--- src/rtl/postbox_link_ctrl.sv ---
// postbox_link_ctrl
//   Single-clock link controller between the postcode test-port engine and
//   host-side byte streams.
//   RX path: bytes strobed in by the engine are buffered in a 16-entry FIFO
//   and handed to the host. pc_rxready throttles the engine while free space
//   is at or below the reserve.
//   TX path: host bytes are queued in a 16-entry FIFO. A small FSM offers one
//   byte at a time on pc_txdata/pc_tx_pending, retires it on a pc_txdone edge,
//   and then waits a fixed gap before arming the next byte.
//
// Ports
//   refclk, reset            clock, synchronous active-high reset
//   pc_rxdata, pc_rxstrobe   engine RX byte and async "byte ready" strobe
//   pc_rxready               engine may send more data
//   pc_txdata, pc_tx_pending byte offered to the engine, valid flag
//   pc_txdone                async "byte shifted out" strobe
//   rx_data/rx_valid/rx_ready  host RX stream
//   tx_data/tx_valid/tx_ready  host TX stream
//   rx_overflow, status_clr  sticky RX drop flag and its clear
//   tx_state_dbg             current TX FSM state
//
// Handshake: a transfer happens on a rising refclk edge where valid and ready
// are both high; valid never depends on ready within the same cycle.
module postbox_link_ctrl #(
  parameter int DEPTH_LOG2 = 4,
  parameter int RX_RESERVE = 2,
  parameter int TX_GAP     = 8
) (
  input  logic       refclk,
  input  logic       reset,
  input  logic [7:0] pc_rxdata,
  input  logic       pc_rxstrobe,
  output logic       pc_rxready,
  output logic [7:0] pc_txdata,
  output logic       pc_tx_pending,
  input  logic       pc_txdone,
  output logic [7:0] rx_data,
  output logic       rx_valid,
  input  logic       rx_ready,
  input  logic [7:0] tx_data,
  input  logic       tx_valid,
  output logic       tx_ready,
  output logic       rx_overflow,
  input  logic       status_clr,
  output logic [1:0] tx_state_dbg
);

  localparam int DEPTH = 1 << DEPTH_LOG2;
  localparam int CW    = DEPTH_LOG2 + 1;
  localparam int GW    = (TX_GAP > 1) ? $clog2(TX_GAP) : 1;

  localparam logic [DEPTH_LOG2-1:0] PTR_ONE  = 1;
  localparam logic [CW-1:0]         CNT_ONE  = 1;
  localparam logic [CW-1:0]         CNT_FULL = CW'(DEPTH);
  localparam logic [CW-1:0]         RESERVE  = CW'(RX_RESERVE);
  localparam logic [GW-1:0]         GAP_ONE  = 1;
  localparam logic [GW-1:0]         GAP_LAST = GW'(TX_GAP - 1);

  typedef enum logic [1:0] {
    T_IDLE  = 2'd0,
    T_LOAD  = 2'd1,
    T_ARMED = 2'd2,
    T_GAP   = 2'd3
  } tx_state_t;

  // Strobe synchronisers. All flops reset to 1 so a strobe that is already
  // high when reset is released must be seen low before it can give an edge.
  // The edge is registered, which puts it 3 refclk after the async rise.
  logic rx_s1, rx_s2, rx_prev, rx_edge;
  logic tx_s1, tx_s2, tx_prev, tx_edge;

  always_ff @(posedge refclk) begin
    if (reset) begin
      rx_s1   <= 1'b1;
      rx_s2   <= 1'b1;
      rx_prev <= 1'b1;
      rx_edge <= 1'b0;
      tx_s1   <= 1'b1;
      tx_s2   <= 1'b1;
      tx_prev <= 1'b1;
      tx_edge <= 1'b0;
    end else begin
      rx_s1   <= pc_rxstrobe;
      rx_s2   <= rx_s1;
      rx_prev <= rx_s2;
      rx_edge <= rx_s2 & ~rx_prev;
      tx_s1   <= pc_txdone;
      tx_s2   <= tx_s1;
      tx_prev <= tx_s2;
      tx_edge <= tx_s2 & ~tx_prev;
    end
  end

  // RX push register: data is captured while the strobe is known to be high
  // and written into the FIFO on the following cycle.
  logic       rx_push;
  logic [7:0] rx_push_data;

  always_ff @(posedge refclk) begin
    if (reset) begin
      rx_push      <= 1'b0;
      rx_push_data <= 8'h00;
    end else begin
      rx_push <= rx_edge;
      if (rx_edge) rx_push_data <= pc_rxdata;
    end
  end

  // RX FIFO
  logic [7:0]            rx_mem [DEPTH];
  logic [DEPTH_LOG2-1:0] rx_wr_ptr, rx_rd_ptr;
  logic [CW-1:0]         rx_count;
  logic [CW-1:0]         rx_free;
  logic                  rx_full, rx_pop, rx_wr_en, rx_drop;

  assign rx_full  = (rx_count == CNT_FULL);
  assign rx_valid = (rx_count != '0);
  assign rx_pop   = rx_valid & rx_ready;
  // A pop in the same cycle makes room, so a push into a full FIFO succeeds.
  assign rx_wr_en = rx_push & (~rx_full | rx_pop);
  assign rx_drop  = rx_push & rx_full & ~rx_pop;
  assign rx_free  = CNT_FULL - rx_count;
  assign rx_data  = rx_valid ? rx_mem[rx_rd_ptr] : 8'h00;

  always_ff @(posedge refclk) begin
    if (rx_wr_en) rx_mem[rx_wr_ptr] <= rx_push_data;
  end

  always_ff @(posedge refclk) begin
    if (reset) begin
      rx_wr_ptr   <= '0;
      rx_rd_ptr   <= '0;
      rx_count    <= '0;
      rx_overflow <= 1'b0;
      pc_rxready  <= 1'b0;
    end else begin
      if (rx_wr_en) rx_wr_ptr <= rx_wr_ptr + PTR_ONE;
      if (rx_pop)   rx_rd_ptr <= rx_rd_ptr + PTR_ONE;
      case ({rx_wr_en, rx_pop})
        2'b10:   rx_count <= rx_count + CNT_ONE;
        2'b01:   rx_count <= rx_count - CNT_ONE;
        default: rx_count <= rx_count;
      endcase
      // A new drop outranks a simultaneous clear.
      if (rx_drop)         rx_overflow <= 1'b1;
      else if (status_clr) rx_overflow <= 1'b0;
      pc_rxready <= (rx_free > RESERVE);
    end
  end

  // TX FIFO
  logic [7:0]            tx_mem [DEPTH];
  logic [DEPTH_LOG2-1:0] tx_wr_ptr, tx_rd_ptr;
  logic [CW-1:0]         tx_count;
  logic                  tx_push, tx_pop;

  assign tx_ready = (tx_count != CNT_FULL);
  assign tx_push  = tx_valid & tx_ready;

  always_ff @(posedge refclk) begin
    if (tx_push) tx_mem[tx_wr_ptr] <= tx_data;
  end

  always_ff @(posedge refclk) begin
    if (reset) begin
      tx_wr_ptr <= '0;
      tx_rd_ptr <= '0;
      tx_count  <= '0;
    end else begin
      if (tx_push) tx_wr_ptr <= tx_wr_ptr + PTR_ONE;
      if (tx_pop)  tx_rd_ptr <= tx_rd_ptr + PTR_ONE;
      case ({tx_push, tx_pop})
        2'b10:   tx_count <= tx_count + CNT_ONE;
        2'b01:   tx_count <= tx_count - CNT_ONE;
        default: tx_count <= tx_count;
      endcase
    end
  end

  // TX FSM
  tx_state_t     tx_state, tx_state_nxt;
  logic [GW-1:0] gap_cnt, gap_nxt;

  assign tx_state_dbg = tx_state;

  always_ff @(posedge refclk) begin
    if (reset) begin
      tx_state  <= T_IDLE;
      gap_cnt   <= '0;
      pc_txdata <= 8'h00;
    end else begin
      tx_state <= tx_state_nxt;
      gap_cnt  <= gap_nxt;
      if (tx_pop) pc_txdata <= tx_mem[tx_rd_ptr];
    end
  end

  always_comb begin
    tx_state_nxt  = tx_state;
    gap_nxt       = gap_cnt;
    pc_tx_pending = 1'b0;
    tx_pop        = 1'b0;
    unique case (tx_state)
      T_IDLE: begin
        if (tx_count != '0) tx_state_nxt = T_LOAD;
      end
      T_LOAD: begin
        tx_pop       = 1'b1;
        tx_state_nxt = T_ARMED;
      end
      T_ARMED: begin
        pc_tx_pending = 1'b1;
        if (tx_edge) begin
          tx_state_nxt = T_GAP;
          gap_nxt      = '0;
        end
      end
      T_GAP: begin
        if (gap_cnt == GAP_LAST) tx_state_nxt = T_IDLE;
        else                     gap_nxt      = gap_cnt + GAP_ONE;
      end
      default: tx_state_nxt = T_IDLE;
    endcase
  end

endmodule

--- config.mk ---
export PLATFORM = sky130hd
export DESIGN_NAME = postbox_link_ctrl
export DESIGN_NICKNAME = d
export VERILOG_FILES = /design/src/rtl/postbox_link_ctrl.sv
export SDC_FILE = /design/constraint.sdc
export NUM_CORES = 1
export LEC_CHECK = 0
export CAP_MARGIN = 20
export CORE_MARGIN = 5
export CORE_UTILIZATION = 30
export DETAILED_ROUTE_END_ITERATION = 7
export DONT_BUFFER_PORTS = 1
export GPL_ROUTABILITY_DRIVEN = 0
export GPL_TIMING_DRIVEN = 1
export PLACE_DENSITY = 0.44
export SLEW_MARGIN = 15
export SYNTH_ARGS = -nofsm -noshare
export SYNTH_HDL_FRONTEND = slang
export SYNTH_SLANG_ARGS = --single-unit
--- constraint.sdc ---
create_clock -name refclk -period 2.93 [get_ports refclk]
set_input_delay 0.4395 -clock refclk [delete_from_list [all_inputs] [get_ports refclk]]
set_output_delay 0.4395 -clock refclk [all_outputs]
set_load 0.05 [all_outputs]
==> results of run 1 <==
[area by class of cell]
type                    instances  area [um2]  area share, %
flip-flops and latches        318        8940           58.7
repair buffers                 71         664           4.37
inverters                      17        63.8          0.419
clock inverters                17         151          0.995
multi-input cells             383        3720           24.4
well taps                     539         674           4.43
clock buffers                  48        1010           6.63
[per-stage QoR]
stage	setup slack (ns)	util (%)	power, mW	std cells
after floorplan	0.0478	-	7.36	755
after global placement	0.328	32.6	8.21	1313
after detailed placement	0.211	32.6	8.30	1313
after CTS	-0.0127	36.2	13.1	1392
after global routing	0.00158	36.4	13.6	1393
final	0.0859	36.4	13.0	1393
[cells by family (layout without fill, tap and decap cells)]
group	Yosys count	count (layout)	synth area share (%)
compound gates	70	70	4.06
xor+xnor	19	19	1.31
buf+inv	54	153	1.79
flops	318	318	70.4
fa+ha+maj	24	24	2.37
mux	113	113	13.9
simple gates	157	157	6.15
[layer usage]
metal | global-route usage [%] | up-vias | routed length, um
met5 | 0 | - | 0
li1 | - | 3081 | -
met4 | 3.20 | 0 | 533
met1 | 16.3 | 3468 | 12000
met2 | 20.9 | 152 | 14400
met3 | 3.10 | 43 | 2010
[state kept, by name (all words and copies together), names as in the netlist, 2 cells and up, named ones only]
signal / flops
gap_cnt: 3
tx_rd_ptr: 4
rx_rd_ptr: 4
rx_mem: 128
rx_wr_ptr: 4
tx_mem: 128
rx_count: 5
rx_push_data: 8
tx_state_dbg: 2
tx_wr_ptr: 4
tx_count: 5
pc_txdata: 8
[path summary, 6_finish.rpt]
path | slack (ns) | end | startpoint | cells after the start
worst max register to register | 0.22 | tx_count[4]$_SDFFE_PP0P_ | tx_count[0]$_SDFFE_PP0P_ | 10
worst min-delay path | 0.06 | rx_push_data[0]$_SDFFE_PP0P_ | pc_rxdata[0] | 2
worst max-delay path | 0.09 | rx_data[7] | flip-flop | 5
worst min register to register | 0.39 | rx_edge$_SDFF_PP0_ | rx_prev$_SDFF_PP1_ | 1
[critical path: stages, from the launching register on]
cell,delay [ns]
dfxtp_2,0.39
bufbuf_16,0.35
mux4_2,0.50
mux2i_1,0.33
o22ai_4,0.12
buf_6,0.17
[power groups by stage]
stage | Clock [mW] | Combinational (mW) | Sequential, mW
floorplan | 0 | 1.92 | 5.44
global placement | 0 | 2.75 | 5.46
detailed placement | 0 | 2.82 | 5.48
CTS | 4.53 | 3.18 | 5.39
global route | 4.74 | 3.44 | 5.43
finish | 4.39 | 3.19 | 5.40
[cell usage in the layout (no fill, tap or decap), types with 9 or more instances in the layout]
cell	instances
inv_1	16
a21oi_1	10
clkbuf_16	38
nor2_1	65
a211oi_1	9
dfxtp_1	56
nor2b_1	15
dlygate4sd3_1	12
mux4_2	48
nor3_1	12
mux2i_1	31
ha_1	22
xor2_1	12
buf_4	47
edfxtp_1	256
nand2_1	18
nand2b_1	9
mux2_2	25
[repair_timing]
item / CTS / global route
gates cloned: 1 / 0
resized for setup: 30 / 18
setup endpoints to repair: 8 / 9
hold buffers: 13 / 0
setup buffers: 0 / 2
hold endpoints to repair: 174 / 0
pin swaps: 2 / 3
==> metrics.md, run 1 <==
| Metric | Value |
|---|---|
| H-tree depth | `2` |
| Final setup violation count | `0` |
| Worst EP required | `2.49 ns` |
| Register bit count reported by yosys | `approximately 320` |
| Int Power | `9.02 mW` |
| Clk_lat worst skew | `0.53 ns` |
| Max-cap viol count | `0` |
| Final Net Count | `874` |
| Pre-antenna DRT Iters | `4` |
| Number of synthesized flops with an enable pin | `approximately 260` |
| Initial Utilization | `roughly 30%` |
| Synth cell count leaders | `256 x edfxtp_1, 65 x nor2_1, 62 x dfxtp_1` |
| CP arrival | `between 2 and 2.5 ns` |
| Peak VDD IR | `0.429 mV` |
| Crit Path Max Fanout | `15` |
| Root buf cell | `clkbuf_16` |
| Die area | `around 0.046 mm2` |
| Hold Path Class | `input port to flip-flop` |
| Synthesized instance count | `755` |
| Post-Route Skew | `0.0188 ns` |
| Async S/R FF share, synth | `0%` |
| Clock tree buffer depth | `3` |
| Cell variety after synth | `50` |
| Num rows | `75` |
| DP HPWL | `roughly 18,000 um` |
| CP Launch Type | `flip-flop` |
| Drt drc | `0` |
| Ys flop type | `edfxtp_1` |
| Mapped Area | `0.0127 mm2` |
| Syn Area/Cell | `roughly 17 um2` |
| Remaining Overflow, GRT | `0` |
| Initial DRC count | `364` |
| Power share of the combinational group | `24.6%` |
| Pwr dens | `853 mW/mm2` |
| Largest net degree at the start of global routing | `45` |
| Wirelength per Cell | `20.8 um` |
| Actual slew at the worst max-slew pin | `0.965 ns` |
| Max-slew headroom | `35.5%` |
| DRT Wirelength | `28,900 um` |
| Clk pwr share | `33.8%` |
| CTS tree | `done` |
| Synthesis-to-layout area growth | `20.0%` |
| Biggest area consumer among synthesized cells | `edfxtp_1` |
| TritonCTS Sinks | `between 300 and 400` |
| DIE HEIGHT | `216 um` |
| Min cycle time layout | `2.84 ns` |
| Post-route cell area | `0.0152 mm2` |
| Final worst-path cycle share | `97.1%` |
| Routed Antenna Nets | `0` |
| Seq/Total Area, Yosys | `between 70% and 80%` |
| I/O Buffers | `0` |
| Antenna diodes | `0` |
| Num CTS Buffers | `36` |
| Die Wd | `216 um` |
| Detail-routed via count per cell | `4.84` |
| NetSw | `3.95 mW` |
| Unrepaired setup endpoints after global routing | `no` |
| Hold_ws | `0.0568 ns` |
| Post-synth top area share | `60.6%` |
| Synth warn | `0` |
| Global-route usage over all layers | `12.5%` |
| Status | `complete, no violations` |
| Lkg Pwr | `4.94 nW` |
| Setup TNS | `0 ns` |
| I/O pin cnt | `46` |
| Final max-slew violation count | `0` |
| First-pass GRT wire length | `44,500 um` |
| Layout fillers | `3,930` |
| Vias in the first global route | `7,209` |
| Reg clk slew, reported paths | `0.06 ns` |
| Proportion of layout cells with a drive suffix above 1 | `26.1%` |
| Largest cells by area after synthesis | `edfxtp_1 61%, dfxtp_1 9.8%, mux4_2 8.5%` |
| Peak Freq | `approximately 350 MHz` |
| DP Area | `0.0137 mm2` |
| Via Count | `about 6,700` |
| Sw frac | `between 30% and 40%` |
| Seq pwr share | `41.6%` |
| Critical path class | `flip-flop to primary output` |
| Final hold violation count | `0` |
| Most common cell in the netlist | `edfxtp_1` |
| Initial antenna violation count | `0` |
| CP Capture Type | `primary output` |
| Core Box Area | `0.0419 mm2` |
| Syn Nets | `about 800` |
(Power assumes the default switching activity.)
==> run 2: changes to the inputs <==
--- a/config.mk
+++ b/config.mk
@@ -6,13 +6,15 @@
 export NUM_CORES = 1
 export LEC_CHECK = 0
 export CAP_MARGIN = 20
+export CELL_PAD_IN_SITES_DETAIL_PLACEMENT = 1
+export CELL_PAD_IN_SITES_GLOBAL_PLACEMENT = 2
 export CORE_MARGIN = 5
 export CORE_UTILIZATION = 30
 export DETAILED_ROUTE_END_ITERATION = 7
 export DONT_BUFFER_PORTS = 1
 export GPL_ROUTABILITY_DRIVEN = 0
 export GPL_TIMING_DRIVEN = 1
-export PLACE_DENSITY = 0.44
+export PLACE_DENSITY = 0.53
 export SLEW_MARGIN = 15
 export SYNTH_ARGS = -nofsm -noshare
 export SYNTH_HDL_FRONTEND = slang
==> constraint.sdc (replaced) <==
create_clock -name refclk -period 2.78 [get_ports refclk]
set_input_delay 0.417 -clock refclk [delete_from_list [all_inputs] [get_ports refclk]]
set_output_delay 0.417 -clock refclk [all_outputs]
set_load 0.05 [all_outputs]
==> run 2 against run 1 <==
Effect of this change: worst setup slack improved by 0.042 ns; via count barely moved; power increased by 7.0%; clock skew shrank 0.0099 ns; non-clock buffer count up 8; combinational power grew 3%; largest power group unchanged.
==> metrics.md, run 2 (synthesis results as in run 1) <==
| Metric | Value |
|---|---|
| Status | `complete, no violations` |
| Total power | `13.9 mW` |
| Most frequent cells in the layout | `256 x edfxtp_1, 65 x nor2_1, 57 x dfxtp_1, 54 x buf_4, 48 x mux4_2` |
| Max-slew headroom | `roughly a third` |
| Sw frac | `29.9%` |
| DP HPWL | `roughly 19,000 um` |
| Unrepaired setup endpoints after global routing | `no` |
| Hold_ws | `roughly 0.036 ns` |
| Final worst-path cycle share | `95.4%` |
| Critical path class | `flip-flop to primary output` |
| Initial antenna violation count | `1` |
| Final hold violation count | `0` |
| Detail-routed via count per cell | `4.80` |
| DP Area | `~0.014 mm2` |
| Post-route cell area | `between 0.015 and 0.02 mm2` |
| Global-route usage over all layers | `between 10 and 15%` |
| Reg area | `0.00894 mm2` |
| Reg clk slew, reported paths | `0.06 ns` |
| Power share of the combinational group | `23.6%` |
| Vias in the first global route | `7,389` |
| Cell total after placement | `~1,300` |
| Clk_lat worst skew | `0.54 ns` |
| Peak VDD IR | `just over 0.4 mV` |
| First-pass GRT wire length | `45,300 um` |
| CP Launch Type | `flip-flop` |
| CTS tree | `done` |
| Initial Utilization | `a little under a third` |
| Final Non-Filler Cells | `1,404` |
| Largest registers | `rx_mem x128, tx_mem x128` |
| Setup TNS | `0 ns` |
| Actual slew at the worst max-slew pin | `between 1 and 1.5 ns` |
| Via Count | `6,740` |
| Num rows | `75` |
| NetSw | `4.15 mW` |
| Commonest non-fill, non-tap cell in the layout | `edfxtp_1` |
| TritonCTS Sinks | `approximately 320` |
| I/O Buffers | `0` |
| Min cycle time layout | `2.65 ns` |
| Largest net degree at the start of global routing | `50` |
| CP arrival | `2.24 ns` |
| Final max-slew violation count | `0` |
| H-tree depth | `2` |
| Worst EP required | `2.36 ns` |
| Int Power | `9.74 mW` |
| Final setup violation count | `0` |
| Core Box Area | `0.0419 mm2` |
| Pwr dens | `905 mW/mm2` |
| CP Capture Type | `primary output` |
| Remaining Overflow, GRT | `0` |
| Routed Antenna Nets | `0` |
| Max-cap viol count | `0` |
| I/O pin cnt | `46` |
| Synthesis-to-layout area growth | `21.0%` |
| DRT Wirelength | `slightly below 30,000 um` |
| Drt drc | `0` |
| Hold Path Class | `input port to flip-flop` |
| Root buf cell | `clkbuf_16` |
| DIE HEIGHT | `216 um` |
| Clock tree buffer depth | `3` |
| Num CTS Buffers | `38` |
| Crit Path Max Fanout | `6` |
| Proportion of layout cells with a drive suffix above 1 | `26.9%` |
| Final Net Count | `884` |
| Peak Freq | `377 MHz` |
| Multi-input logic area | `0.00371 mm2` |
| Clk pwr share | `35.4%` |
| Seq pwr share | `41.0%` |
| Initial DRC count | `346` |
| Wirelength per Cell | `21.1 um` |
| Die Wd | `approximately 220 um` |
| Pre-antenna DRT Iters | `4` |
| Layout fillers | `4,188` |
| Die area | `around 0.046 mm2` |
| Post-Route Skew | `0.00898 ns` |
| Lkg Pwr | `between 5 and 6 nW` |
run 2: final timing paths:
kind / start / end / slack [ns] / depth (start not counted)
worst max-delay path: flip-flop / rx_data[5] / 0.13 / 5
worst min-delay path: pc_rxdata[0] / rx_push_data[0]$_SDFFE_PP0P_ / 0.04 / 2
worst max register to register: tx_count[0]$_SDFFE_PP0P_ / tx_count[4]$_SDFFE_PP0P_ / 0.17 / 10
worst min register to register: rx_prev$_SDFF_PP1_ / rx_edge$_SDFF_PP0_ / 0.40 / 1
run 2: what timing repair did:
action | in CTS | in global routing
resized for setup | 41 | 5
setup endpoints to repair | 7 | 7
hold buffers | 14 | 0
setup buffers | 1 | 0
pin swaps | 6 | 1
hold endpoints to repair | 180 | 0
run 2: metrics by stage:
step | util (%) | setup WS (ns)
4_1_cts | 36.6 | 0.00495
6_report | 36.7 | 0.128
3_5_place_dp | 32.8 | 0.0597
2_1_floorplan | - | -0.0797
3_3_place_gp | 32.8 | 0.182
5_1_grt | 36.7 | 0.0117
run 2: layout make-up:
cell class	count	share of cell area (%)
clock inverters	15	1.32
inverters	17	0.416
repair buffers	79	4.70
clock buffers	51	6.71
well taps	539	4.39
flip-flops and latches	318	58.2
multi-input cells	383	24.2
diodes	2	0.0326
run 2: critical path, cell delays in order (launching register included):
cell and delay (ns):
dfxtp_1 0.55, mux4_2 0.36, nor2b_1 0.15, a211oi_1 0.33, a211oi_2 0.09, buf_4 0.21
run 2: power groups by stage:
| stage | registers, mW | logic (mW) | clock network, mW |
|---|---|---|---|
| floorplan | 5.74 | 2.03 | 0 |
| global placement | 5.77 | 2.91 | 0 |
| detailed placement | 5.78 | 2.97 | 0 |
| CTS | 5.68 | 3.31 | 5.08 |
| global route | 5.72 | 3.55 | 5.29 |
| finish | 5.69 | 3.28 | 4.92 |
run 2: routing by layer:
layer  wire [um]  global-route usage, %
met1       13000                   16.6
met4         569                   3.48
met3        1470                   3.27
met5           0                      0
met2       14500                   21.2
